## src/rtl/inst_fetch_stage_if.sv

```systemverilog
// Fetch-stage bundle: redirect/hold controls, instruction-memory port and IF/ID outputs.
// The fetch stage takes the master side; the core/testbench environment takes the slave side.
interface inst_fetch_stage_if;
  logic        stall;
  logic        jmp;
  logic [31:0] new_inst_addr;
  logic [31:0] imem_addr;
  logic [31:0] imem_rdata;
  logic [31:0] if_id_pc;
  logic [31:0] if_id_inst;
  logic        if_id_valid;
  logic        misalign_err;

  modport master (
    input  stall, jmp, new_inst_addr, imem_rdata,
    output imem_addr, if_id_pc, if_id_inst, if_id_valid, misalign_err
  );

  modport slave (
    output stall, jmp, new_inst_addr, imem_rdata,
    input  imem_addr, if_id_pc, if_id_inst, if_id_valid, misalign_err
  );
endinterface

```

## src/rtl/inst_fetch_stage.sv

```systemverilog
// PC generator and IF/ID register for the 5-stage RISC-V core.
// imem_addr is the next PC, so a 1-cycle synchronous imem always returns the word at pc.
module inst_fetch_stage #(
  parameter logic [31:0] RESET_ADDR = 32'h0000_0000,
  parameter logic [31:0] NOP_INST   = 32'h0000_0013
) (
  input  logic                   clk,
  input  logic                   rst_n,
  inst_fetch_stage_if.master     bus
);

  logic [31:0] pc_p0;
  logic [31:0] pc_p1;
  logic [31:0] inst_p1;
  logic        vld_p1;
  logic        err_p1;

  function automatic logic [31:0] pc_inc(input logic [31:0] pc);
    return pc + 32'd4;
  endfunction

  function automatic logic [31:0] word_align(input logic [31:0] addr);
    return {addr[31:2], 2'b00};
  endfunction

  // Next-PC select; depends only on reset, jmp and stall, never on imem_rdata
  always_comb begin
    bus.imem_addr = pc_inc(pc_p0);
    if (!rst_n)
      bus.imem_addr = RESET_ADDR;
    else if (bus.jmp)
      bus.imem_addr = word_align(bus.new_inst_addr);
    else if (bus.stall)
      bus.imem_addr = pc_p0;
  end

  // PC (p0) -> IF/ID register (p1)
  always_ff @(posedge clk) begin
    if (!rst_n) begin
      pc_p0   <= RESET_ADDR;
      pc_p1   <= 32'h0000_0000;
      inst_p1 <= NOP_INST;
      vld_p1  <= 1'b0;
      err_p1  <= 1'b0;
    end else if (bus.jmp) begin
      pc_p0   <= word_align(bus.new_inst_addr);
      pc_p1   <= pc_p0;
      inst_p1 <= NOP_INST;
      vld_p1  <= 1'b0;
      err_p1  <= |bus.new_inst_addr[1:0];
    end else if (bus.stall) begin
      err_p1  <= 1'b0;
    end else begin
      pc_p0   <= pc_inc(pc_p0);
      pc_p1   <= pc_p0;
      inst_p1 <= bus.imem_rdata;
      vld_p1  <= 1'b1;
      err_p1  <= 1'b0;
    end
  end

  assign bus.if_id_pc     = pc_p1;
  assign bus.if_id_inst   = inst_p1;
  assign bus.if_id_valid  = vld_p1;
  assign bus.misalign_err = err_p1;

endmodule

```

## src/flat_wrapper.sv

```systemverilog
// flat-port wrapper written by rule: the top's interface ports become plain ports
module inst_fetch_stage_flat 
#(
  parameter logic [31:0] RESET_ADDR = 32'h0000_0000,
  parameter logic [31:0] NOP_INST   = 32'h0000_0013
)
  (clk, rst_n, bus_stall, bus_jmp, bus_new_inst_addr, bus_imem_rdata, bus_imem_addr, bus_if_id_pc, bus_if_id_inst, bus_if_id_valid, bus_misalign_err);
  inst_fetch_stage_if bus_i ();
  input  logic clk;
  input  logic rst_n;
  input wire logic [$bits(bus_i.stall)-1:0] bus_stall;
  input wire logic [$bits(bus_i.jmp)-1:0] bus_jmp;
  input wire logic [$bits(bus_i.new_inst_addr)-1:0] bus_new_inst_addr;
  input wire logic [$bits(bus_i.imem_rdata)-1:0] bus_imem_rdata;
  output wire logic [$bits(bus_i.imem_addr)-1:0] bus_imem_addr;
  output wire logic [$bits(bus_i.if_id_pc)-1:0] bus_if_id_pc;
  output wire logic [$bits(bus_i.if_id_inst)-1:0] bus_if_id_inst;
  output wire logic [$bits(bus_i.if_id_valid)-1:0] bus_if_id_valid;
  output wire logic [$bits(bus_i.misalign_err)-1:0] bus_misalign_err;
  assign bus_i.stall = bus_stall;
  assign bus_i.jmp = bus_jmp;
  assign bus_i.new_inst_addr = bus_new_inst_addr;
  assign bus_i.imem_rdata = bus_imem_rdata;
  assign bus_imem_addr = bus_i.imem_addr;
  assign bus_if_id_pc = bus_i.if_id_pc;
  assign bus_if_id_inst = bus_i.if_id_inst;
  assign bus_if_id_valid = bus_i.if_id_valid;
  assign bus_misalign_err = bus_i.misalign_err;
  inst_fetch_stage #(.RESET_ADDR(RESET_ADDR), .NOP_INST(NOP_INST)) u_core (.clk(clk), .rst_n(rst_n), .bus(bus_i));
endmodule
```

## config.mk

```make
export PLATFORM = sky130hd
export DESIGN_NAME = inst_fetch_stage_flat
export DESIGN_NICKNAME = d
export VERILOG_FILES = /design/src/rtl/inst_fetch_stage_if.sv /design/src/rtl/inst_fetch_stage.sv /design/src/flat_wrapper.sv
export SDC_FILE = /design/constraint.sdc
export NUM_CORES = 1
export LEC_CHECK = 0
export CORE_MARGIN = 8
export CORE_UTILIZATION = 47
export CTS_CLUSTER_DIAMETER = 50
export DETAILED_ROUTE_END_ITERATION = 7
export PLACE_DENSITY = 0.92
export SYNTH_ARGS = -nofsm -noshare
export SYNTH_HDL_FRONTEND = slang
export SYNTH_SLANG_ARGS = --single-unit
```

## constraint.sdc

```tcl
create_clock -name clk -period 3.3 [get_ports clk]
set_input_delay 0.33 -clock clk [delete_from_list [all_inputs] [get_ports clk]]
set_output_delay 0.33 -clock clk [all_outputs]
set_load 0.05 [all_outputs]
```

# Word level (Yosys, flattened, before mapping)
# Index checks and enable logic that the tools add are counted.
# op_classes
addsub	1
multipliers	0
div_mod_pow	0
order_cmp	0
n_eq_ne	1
n_shift	0
muxes	5
bitwise	1
reduce_logical	3
# op_table
operator	n
two-way mux 32 bit	5
adder 32 x 3 -> 32 bit, second input constant	1
OR reduction 2 bit	2
inequality test 2 x 1 -> 1 bit, second input constant	1
AND reduction 2 bit	1
inverter 1 bit	1
# totals
regBits	98
latch_bits	0
ram_bits	0
rom_bits	0
in_bits	68
out_inout_bits	98
mem_count	0

# Logic depth before layout (Yosys ltp)
# Gate-level depths: netlist (run 1).
# depth
depth_word	4
mapped_depth	6
mapped_depth_nobuf	5

# Worst setup path before layout (run 1)
# Ideal clock, no wire load.
# synth_timing
kind	register to output
startpoint	register u_core.pc_p0[10]
endpoint	output port bus_imem_addr[26]
arrival_time_ps	2648
required_time_ps	2970
path_slack_ps	322
stages_incl_launch_ff	5
n_path_buf	0
path_cell_list	dfxtp_1 > nand4_2 > or4_4 > or3_1 > a211oi_1
# synth_via
elab_chain_cells	4
# synth_lines
element	line_no	source
from (decl)	inst_fetch_stage.sv:12	logic [31:0] pc_p0;
from (signal assigned)	inst_fetch_stage.sv:46	pc_p0 <= word_align(bus.new_inst_addr);
from (signal assigned)	inst_fetch_stage.sv:54	pc_p0 <= pc_inc(pc_p0);
adder 32 x 3 -> 32 bit	inst_fetch_stage.sv:19	return pc + 32'd4;
two-way mux 32 bit (3 in a row)	-	
to (decl)	flat_wrapper.sv:15	output wire logic [$bits(bus_i.imem_addr)-1:0] bus_imem_addr;
# No other way between the ends.

# Worst setup path in the final report (run 1)
# Same ends and word-level chain as after synthesis.

==> flow_summary.toml, run 1 <==
[synthesis]
synthTopCellsByCount = "dfxtp_1, nand2_1, nor2_1"
syn-instance-count = 469
synth_area_um2 = 4144
syn-num-nets = 538
ys_ff_latch = 98
yosysMostFrequentCell = "dfxtp_1"
ys.flop_type = "dfxtp_1"
async_flop_share_pct = 0
syn_area_per_cell_um2 = 8.836
yosysSeqAreaShare_pct = 47.34
synthDistinctLibCells = 48
post_synth_main_area_contributors = "dfxtp_1, mux2i_1, nand2_1"
yosysWarnings = 0
yosys.area.top_type = "dfxtp_1"
synth-edff-count = 0
netlist.area_leader.share_pct = 47.34

[power_and_ir_drop]
p_seq_share_pct = 45.1
netSwitchingFraction_pct = 29.71
clock_power_share_pct = 33.2
p_switching_w = 0.0008519
finalPower_w = 0.002868
p_comb_share_pct = 21.7
p_int_w = 0.002016
p_per_area_nw_per_um2 = 453.1
ir_drop_uv = 265.1
leakagePower_nw = 2.453

[placed_design]
globalplace.congestion = 0.9164
port_buffers = 165
place_area_um2 = 6073
dp.final_hpwl_mm = 10.16

[sta]
fin_crit_sh_pct = 92.89
finalHoldViolations = 0
rsz0062_at_grt = "no"
maxSlewViolCount = 0
slew_headroom_pct = 57.28
tightest_slew_ns = 0.6408
setup-tns-final_ns = 0
fin_worst_skew_ns = 0.01118
min_period_ns = 3.065
setup_viol = 0
max_freq_ghz = 0.3262
holdWs_ns = 0.4665

[clock_network]
ctsResizeCount = 0
cts_tree = "done"
cts-root-buf = "clkbuf_8"
cts_max_level = 3
cts_sinks = 98
ctsHoldBuffers = 0
cts_buffers = 9
post_cts_buffers = 0
cts_buffer_depth = 2
insertion_delay_ns = 0.36
clk_pin_slew_ns = 0.10

[global_route]
grt_pass1_vias = 4139
grt_remaining_overflow = 0
grt_pass1_wl_mm = 20.93
grt_max_degree = 41
grt_usage_pct = 22.07
antenna_found_initial = 1

[critical_path]
crit_path_end_kind = "primary output"
r2r_start = "u_core.pc_p0[10]"
cp_data_required_time_ns = 2.97
critPathMaxFanout = 13
r2r_setup_slack_ns = 0.98
crit_chain = "nand4_2 -> or4_4 -> or3_1 -> a211oi_1 -> buf_12"
path_class = "flip-flop to primary output"
r2r_end = "u_core.pc_p0[26]"
cpPeakStageDelay_ns = 0.63
ff2ff_path_depth = 4
slowest_stage = "or4_4"
cp-start-kind = "flip-flop"
cp_data_arrival_time_ns = 2.74

[detailed_routing]
firstDrtPassIters = 5
drc_errors = 0
vias = 4077
drt-wirelength-per-cell_um = 18.58
via_per_inst = 5.570
drt-total-wl_mm = 13.60
drt-initial-drc-count = 280
drtAntennaViolNets = 0

[final_layout]
drive_above_1_share_pct = 10.26
syn_to_final_growth_pct = 52.72
fin_nets = 688
seqCellArea_um2 = 1962
fillers = 584
multi_input_area_um2 = 2026
num_antenna_cells = 0
final_area_um2 = 6329

[min_path]
min_path_cells = 2
hold_start = "u_core.bus.if_id_pc[20]"
min_to = "u_core.bus.if_id_pc[20]"
hold_path.class = "flip-flop to flip-flop"

[status]
status = "completed"

[floorplanning]
dieArea_um2 = 12080
ios = 166
die_w_um = 109.9
rows = 34
core_area_um2 = 8636
floorplan.initialDensity_pct = 47.99
die_h_um = 109.9

[run]
cap_violations = 0
## final cells by class
| class | count | area share (%) |
|---|---|---|
| clock buffers | 9 | 1.957 |
| multi-input cells | 330 | 32.01 |
| clock inverters | 7 | 1.957 |
| repair buffers | 175 | 30.64 |
| inverters | 5 | 0.2966 |
| flip-flops and latches | 98 | 31.00 |
| well taps | 108 | 2.135 |
## state kept, by name, indices dropped and copies added (netlist names)
register / cells
u_core.bus.if_id_valid: 1
u_core.bus.if_id_inst: 32
u_core.bus.if_id_pc: 32
u_core.pc_p0: 32
u_core.bus.misalign_err: 1
## cell usage in the layout, fill, tap and decap left out, types with 2 or more instances in the layout
cell / Yosys / routed
a211oi_1: 3 / 3
a21boi_0: 32 / 32
a21o_1: 2 / 2
a21oi_1: 6 / 6
a31oi_1: 8 / 8
and2_1: 3 / 3
and4_1: 3 / 3
buf_12: 0 / 23
buf_2: 2 / 2
buf_4: 0 / 14
bufinv_16: 0 / 3
clkbuf_8: 0 / 9
clkdlybuf4s50_1: 0 / 135
dfxtp_1: 98 / 98
inv_1: 4 / 4
inv_6: 0 / 3
mux2i_1: 33 / 33
nand2_1: 86 / 86
nand2b_1: 6 / 6
nand3_1: 10 / 9
nand4_1: 10 / 10
nand4b_1: 2 / 2
nor2_1: 35 / 35
nor2b_1: 3 / 2
nor3_1: 8 / 8
nor4_1: 5 / 5
o211a_1: 9 / 9
o21ai_0: 21 / 21
o311a_1: 2 / 2
o31a_1: 2 / 2
o31ai_1: 4 / 4
or3_1: 6 / 6
or4_1: 4 / 4
xnor2_1: 8 / 8
xor2_1: 4 / 4
## routing by layer
layer	part of all wire, %	vias to the layer above	global-route usage [%]
met4	1.8	2	6.268
met3	12	23	10.61
met1	36	1935	23.18
met5	0.096	-	0
li1	-	1939	-
met2	49	178	38.36
## critical path, delay by kind of cell (launching register included)
kind	cells	cell delay, ns
simple gates	3	1.19
flops	1	0.48
buf+inv	1	0.21
compound gates	1	0.49
## per-stage QoR
| stage | instances | setup WS, ns | util [%] |
|---|---|---|---|
| 3_3_place_gp | 716 | 0.5377 | 70.33 |
| 5_1_grt | 732 | 0.1075 | 73.28 |
| 3_5_place_dp | 716 | 0.5064 | 70.33 |
| 6_report | 732 | 0.2348 | 73.28 |
| 2_1_floorplan | 469 | 0.3222 | - |
| 4_1_cts | 732 | 0.1303 | 73.20 |
## power by group through the flow
| stage | sequential [W] | clock, W | combinational, W |
|---|---|---|---|
| 2_1_floorplan | 0.00141 | 0 | 0.000241 |
| 3_3_place_gp | 0.00131 | 0 | 0.000611 |
| 3_5_place_dp | 0.00132 | 0 | 0.000621 |
| 4_1_cts | 0.00129 | 0.000962 | 0.000626 |
| 5_1_grt | 0.00130 | 0.00101 | 0.000653 |
| 6_report | 0.00129 | 0.000952 | 0.000623 |
## cell families after synthesis
family | Yosys count | share of synthesized area [%]
AOI/OAI and AO/OA | 94 | 16.06
DFF | 98 | 47.34
buffers and inverters | 41 | 3.955
adders and majority gates | 1 | 0.3019
and+or+nand+nor | 190 | 21.83
xor gates and xnor gates | 12 | 2.536
muxes | 33 | 7.971
## how the worst max path moves through the flow
stage	from	endpoint	slack (ns)	cells after the start
final	u_core.pc_p0[10]	bus_imem_addr[26]	0.23	5
after global routing	u_core.pc_p0[19]	bus_imem_addr[26]	0.11	5
after CTS	u_core.pc_p0[4]	bus_imem_addr[17]	0.13	5
after detailed placement	bus_stall	bus_imem_addr[17]	0.51	6
after global placement	bus_stall	bus_imem_addr[17]	0.54	6
after floorplan	u_core.pc_p0[10]	bus_imem_addr[26]	0.32	4
Note: power is estimated with default switching activity, not from simulation.
==> run 2: changes to the inputs <==
--- a/config.mk
+++ b/config.mk
@@ -5,11 +5,12 @@
 export SDC_FILE = /design/constraint.sdc
 export NUM_CORES = 1
 export LEC_CHECK = 0
+export ABC_CLOCK_PERIOD_IN_PS = 3300
 export CORE_MARGIN = 8
-export CORE_UTILIZATION = 47
+export CORE_UTILIZATION = 34
 export CTS_CLUSTER_DIAMETER = 50
 export DETAILED_ROUTE_END_ITERATION = 7
-export PLACE_DENSITY = 0.92
+export PLACE_DENSITY = 0.71
 export SYNTH_ARGS = -nofsm -noshare
 export SYNTH_HDL_FRONTEND = slang
 export SYNTH_SLANG_ARGS = --single-unit
==> flow_summary.toml, run 2 (synthesis results as in run 1) <==
[status]
status = "completed"

[sta]
fin_crit_sh_pct = 95.19
finalHoldViolations = 0
tightest_slew_ns = 0.6213
setup-tns-final_ns = 0
slew_headroom_pct = 58.58
fin_worst_skew_ns = 0.008301
setup_viol = 0
max_freq_ghz = 0.3183
min_period_ns = 3.141
maxSlewViolCount = 0
rsz0062_at_grt = "no"

[clock_network]
cts_tree = "done"
post_cts_buffers = 0
insertion_delay_ns = 0.34
cts-root-buf = "clkbuf_16"
clk_pin_slew_ns = 0.06
cts_buffer_depth = 2
cts_buffers = 9
cts_max_level = 3
ctsResizeCount = 0
cts_sinks = 98
ctsHoldBuffers = 0

[critical_path]
crit_chain = "and4b_1 -> nand3_1 -> o21a_1 -> o311a_1 -> clkdlybuf4s50_1"
r2r_start = "u_core.pc_p0[5]"
path_class = "flip-flop to primary output"
slowest_stage = "clkdlybuf4s50_1"
crit_path_end_kind = "primary output"
r2r_end = "u_core.pc_p0[26]"
cp_data_arrival_time_ns = 2.81
r2r_setup_slack_ns = 0.94
cp_data_required_time_ns = 2.97
critPathMaxFanout = 10
cpPeakStageDelay_ns = 0.72
worstSetupStartpoint = "u_core.pc_p0[4]"
cp-start-kind = "flip-flop"
cp-endpoint = "bus_imem_addr[17]"
ff2ff_path_depth = 4

[global_route]
grt_remaining_overflow = 0
grt_pass1_wl_mm = 20.36
grt_max_degree = 41
grt_pass1_vias = 3863
grt_usage_pct = 15.77
antenna_found_initial = 0

[detailed_routing]
drt-initial-drc-count = 249
via_per_inst = 5.005
drtAntennaViolNets = 0
vias = 3864
firstDrtPassIters = 4
drt-total-wl_mm = 13.00
drt-wirelength-per-cell_um = 16.84
drc_errors = 0

[min_path]
hold_path.class = "flip-flop to flip-flop"

[final_layout]
fillers = 1054
drive_above_1_share_pct = 10.24
fin_util_pct = 53.79
layout_common_cells = "clkdlybuf4s50_1, dfxtp_1, nand2_1"
syn_to_final_growth_pct = 55.25
seqCellArea_um2 = 1962
final_common_cell = "clkdlybuf4s50_1"
fin_nets = 689
multi_input_area_um2 = 2021
num_antenna_cells = 0

[power_and_ir_drop]
ir_drop_uv = 324.9
leakagePower_nw = 2.470
p_per_area_nw_per_um2 = 462.2

[placed_design]
port_buffers = 165
globalplace.congestion = 0.7904
dp.final_hpwl_mm = 9.953

[floorplanning]
floorplan.initialDensity_pct = 34.64
dieArea_um2 = 15980
die_w_um = 126.4
rows = 40
die_h_um = 126.4
ios = 166
core_area_um2 = 11960

[run]
cap_violations = 0
## run 2: changes by cell type in the layout (fill, tap and decap cells not counted)
cell	before	now
clkinv_4	0	3
buf_4	14	16
dlymetal6s2s_1	1	0
clkbuf_16	0	9
clkbuf_1	0	1
nand3_1	9	10
nand3_2	1	0
clkbuf_8	9	1
bufinv_16	3	1
inv_6	3	0
## run 2: worst min-delay path by stage
stage	from	end	slack (ns)	cells past startpoint
after detailed placement	u_core.bus.if_id_pc[27]	u_core.bus.if_id_pc[27]	0.45	2
after global routing	u_core.bus.if_id_pc[8]	u_core.bus.if_id_pc[8]	0.49	2
after floorplan	u_core.pc_p0[0]	u_core.bus.if_id_pc[0]	0.44	2
after global placement	u_core.bus.if_id_valid	u_core.bus.if_id_valid	0.43	2
final	u_core.bus.if_id_pc[27]	u_core.bus.if_id_pc[27]	0.46	2
after CTS	u_core.bus.if_id_pc[27]	u_core.bus.if_id_pc[27]	0.46	2
## run 2: through the flow
stage	power [W]	std cells	cell area, µm²	setup WS, ns	hold slack (ns)
CTS	0.003003	772	6434	0.1535	0.4637
global placement	0.001928	756	6127	0.4970	0.4341
global route	0.003089	772	6434	0.02179	0.4908
finish	0.002974	772	6434	0.1586	0.4599
floorplan	0.001652	469	4144	0.3222	0.4388
detailed placement	0.001937	756	6127	0.4700	0.4545
## run 2: layer usage
metal  track usage, %  vias up  share of wire (%)
met5                0        -                  0
li1                 -     1952                  -
met3            8.085        5                 10
met2            25.47      124                 47
met4            3.255        0               0.45
met1            18.28     1783                 42
## run 2: area by class of cell
type                       count  share of cell area (%)
tap                          147                   2.859
clock inverter                 5                  0.9918
timing repair buffer         176                   30.18
sequential                    98                   30.49
multi-input combinational    330                   31.41
clock buffer                  11                   3.773
inverter                       5                  0.2917
## run 2: where the power goes
| group | switching [W] | internal, W |
|---|---|---|
| Clock | 0.000453 | 0.000613 |
| Sequential | 0.0000517 | 0.00124 |
| Combinational | 0.000351 | 0.000265 |
| Total | 0.000856 | 0.00212 |
## run 2: critical path, delay by kind of cell, from the launching register on
family,cells,cell delay (ns)
AOI/OAI and AO/OA,2,0.62
buffers and inverters,1,0.72
DFF,1,0.42
and+or+nand+nor,2,0.72
==> run 3: changes to the inputs <==
--- a/config.mk
+++ b/config.mk
@@ -7,10 +7,10 @@
 export LEC_CHECK = 0
 export ABC_CLOCK_PERIOD_IN_PS = 3300
 export CORE_MARGIN = 8
-export CORE_UTILIZATION = 34
+export CORE_UTILIZATION = 47
 export CTS_CLUSTER_DIAMETER = 50
 export DETAILED_ROUTE_END_ITERATION = 7
-export PLACE_DENSITY = 0.71
+export PLACE_DENSITY = 0.92
 export SYNTH_ARGS = -nofsm -noshare
 export SYNTH_HDL_FRONTEND = slang
 export SYNTH_SLANG_ARGS = --single-unit
==> results of run 3 <==
Final layout, timing and power as in run 1 (identical DEF).
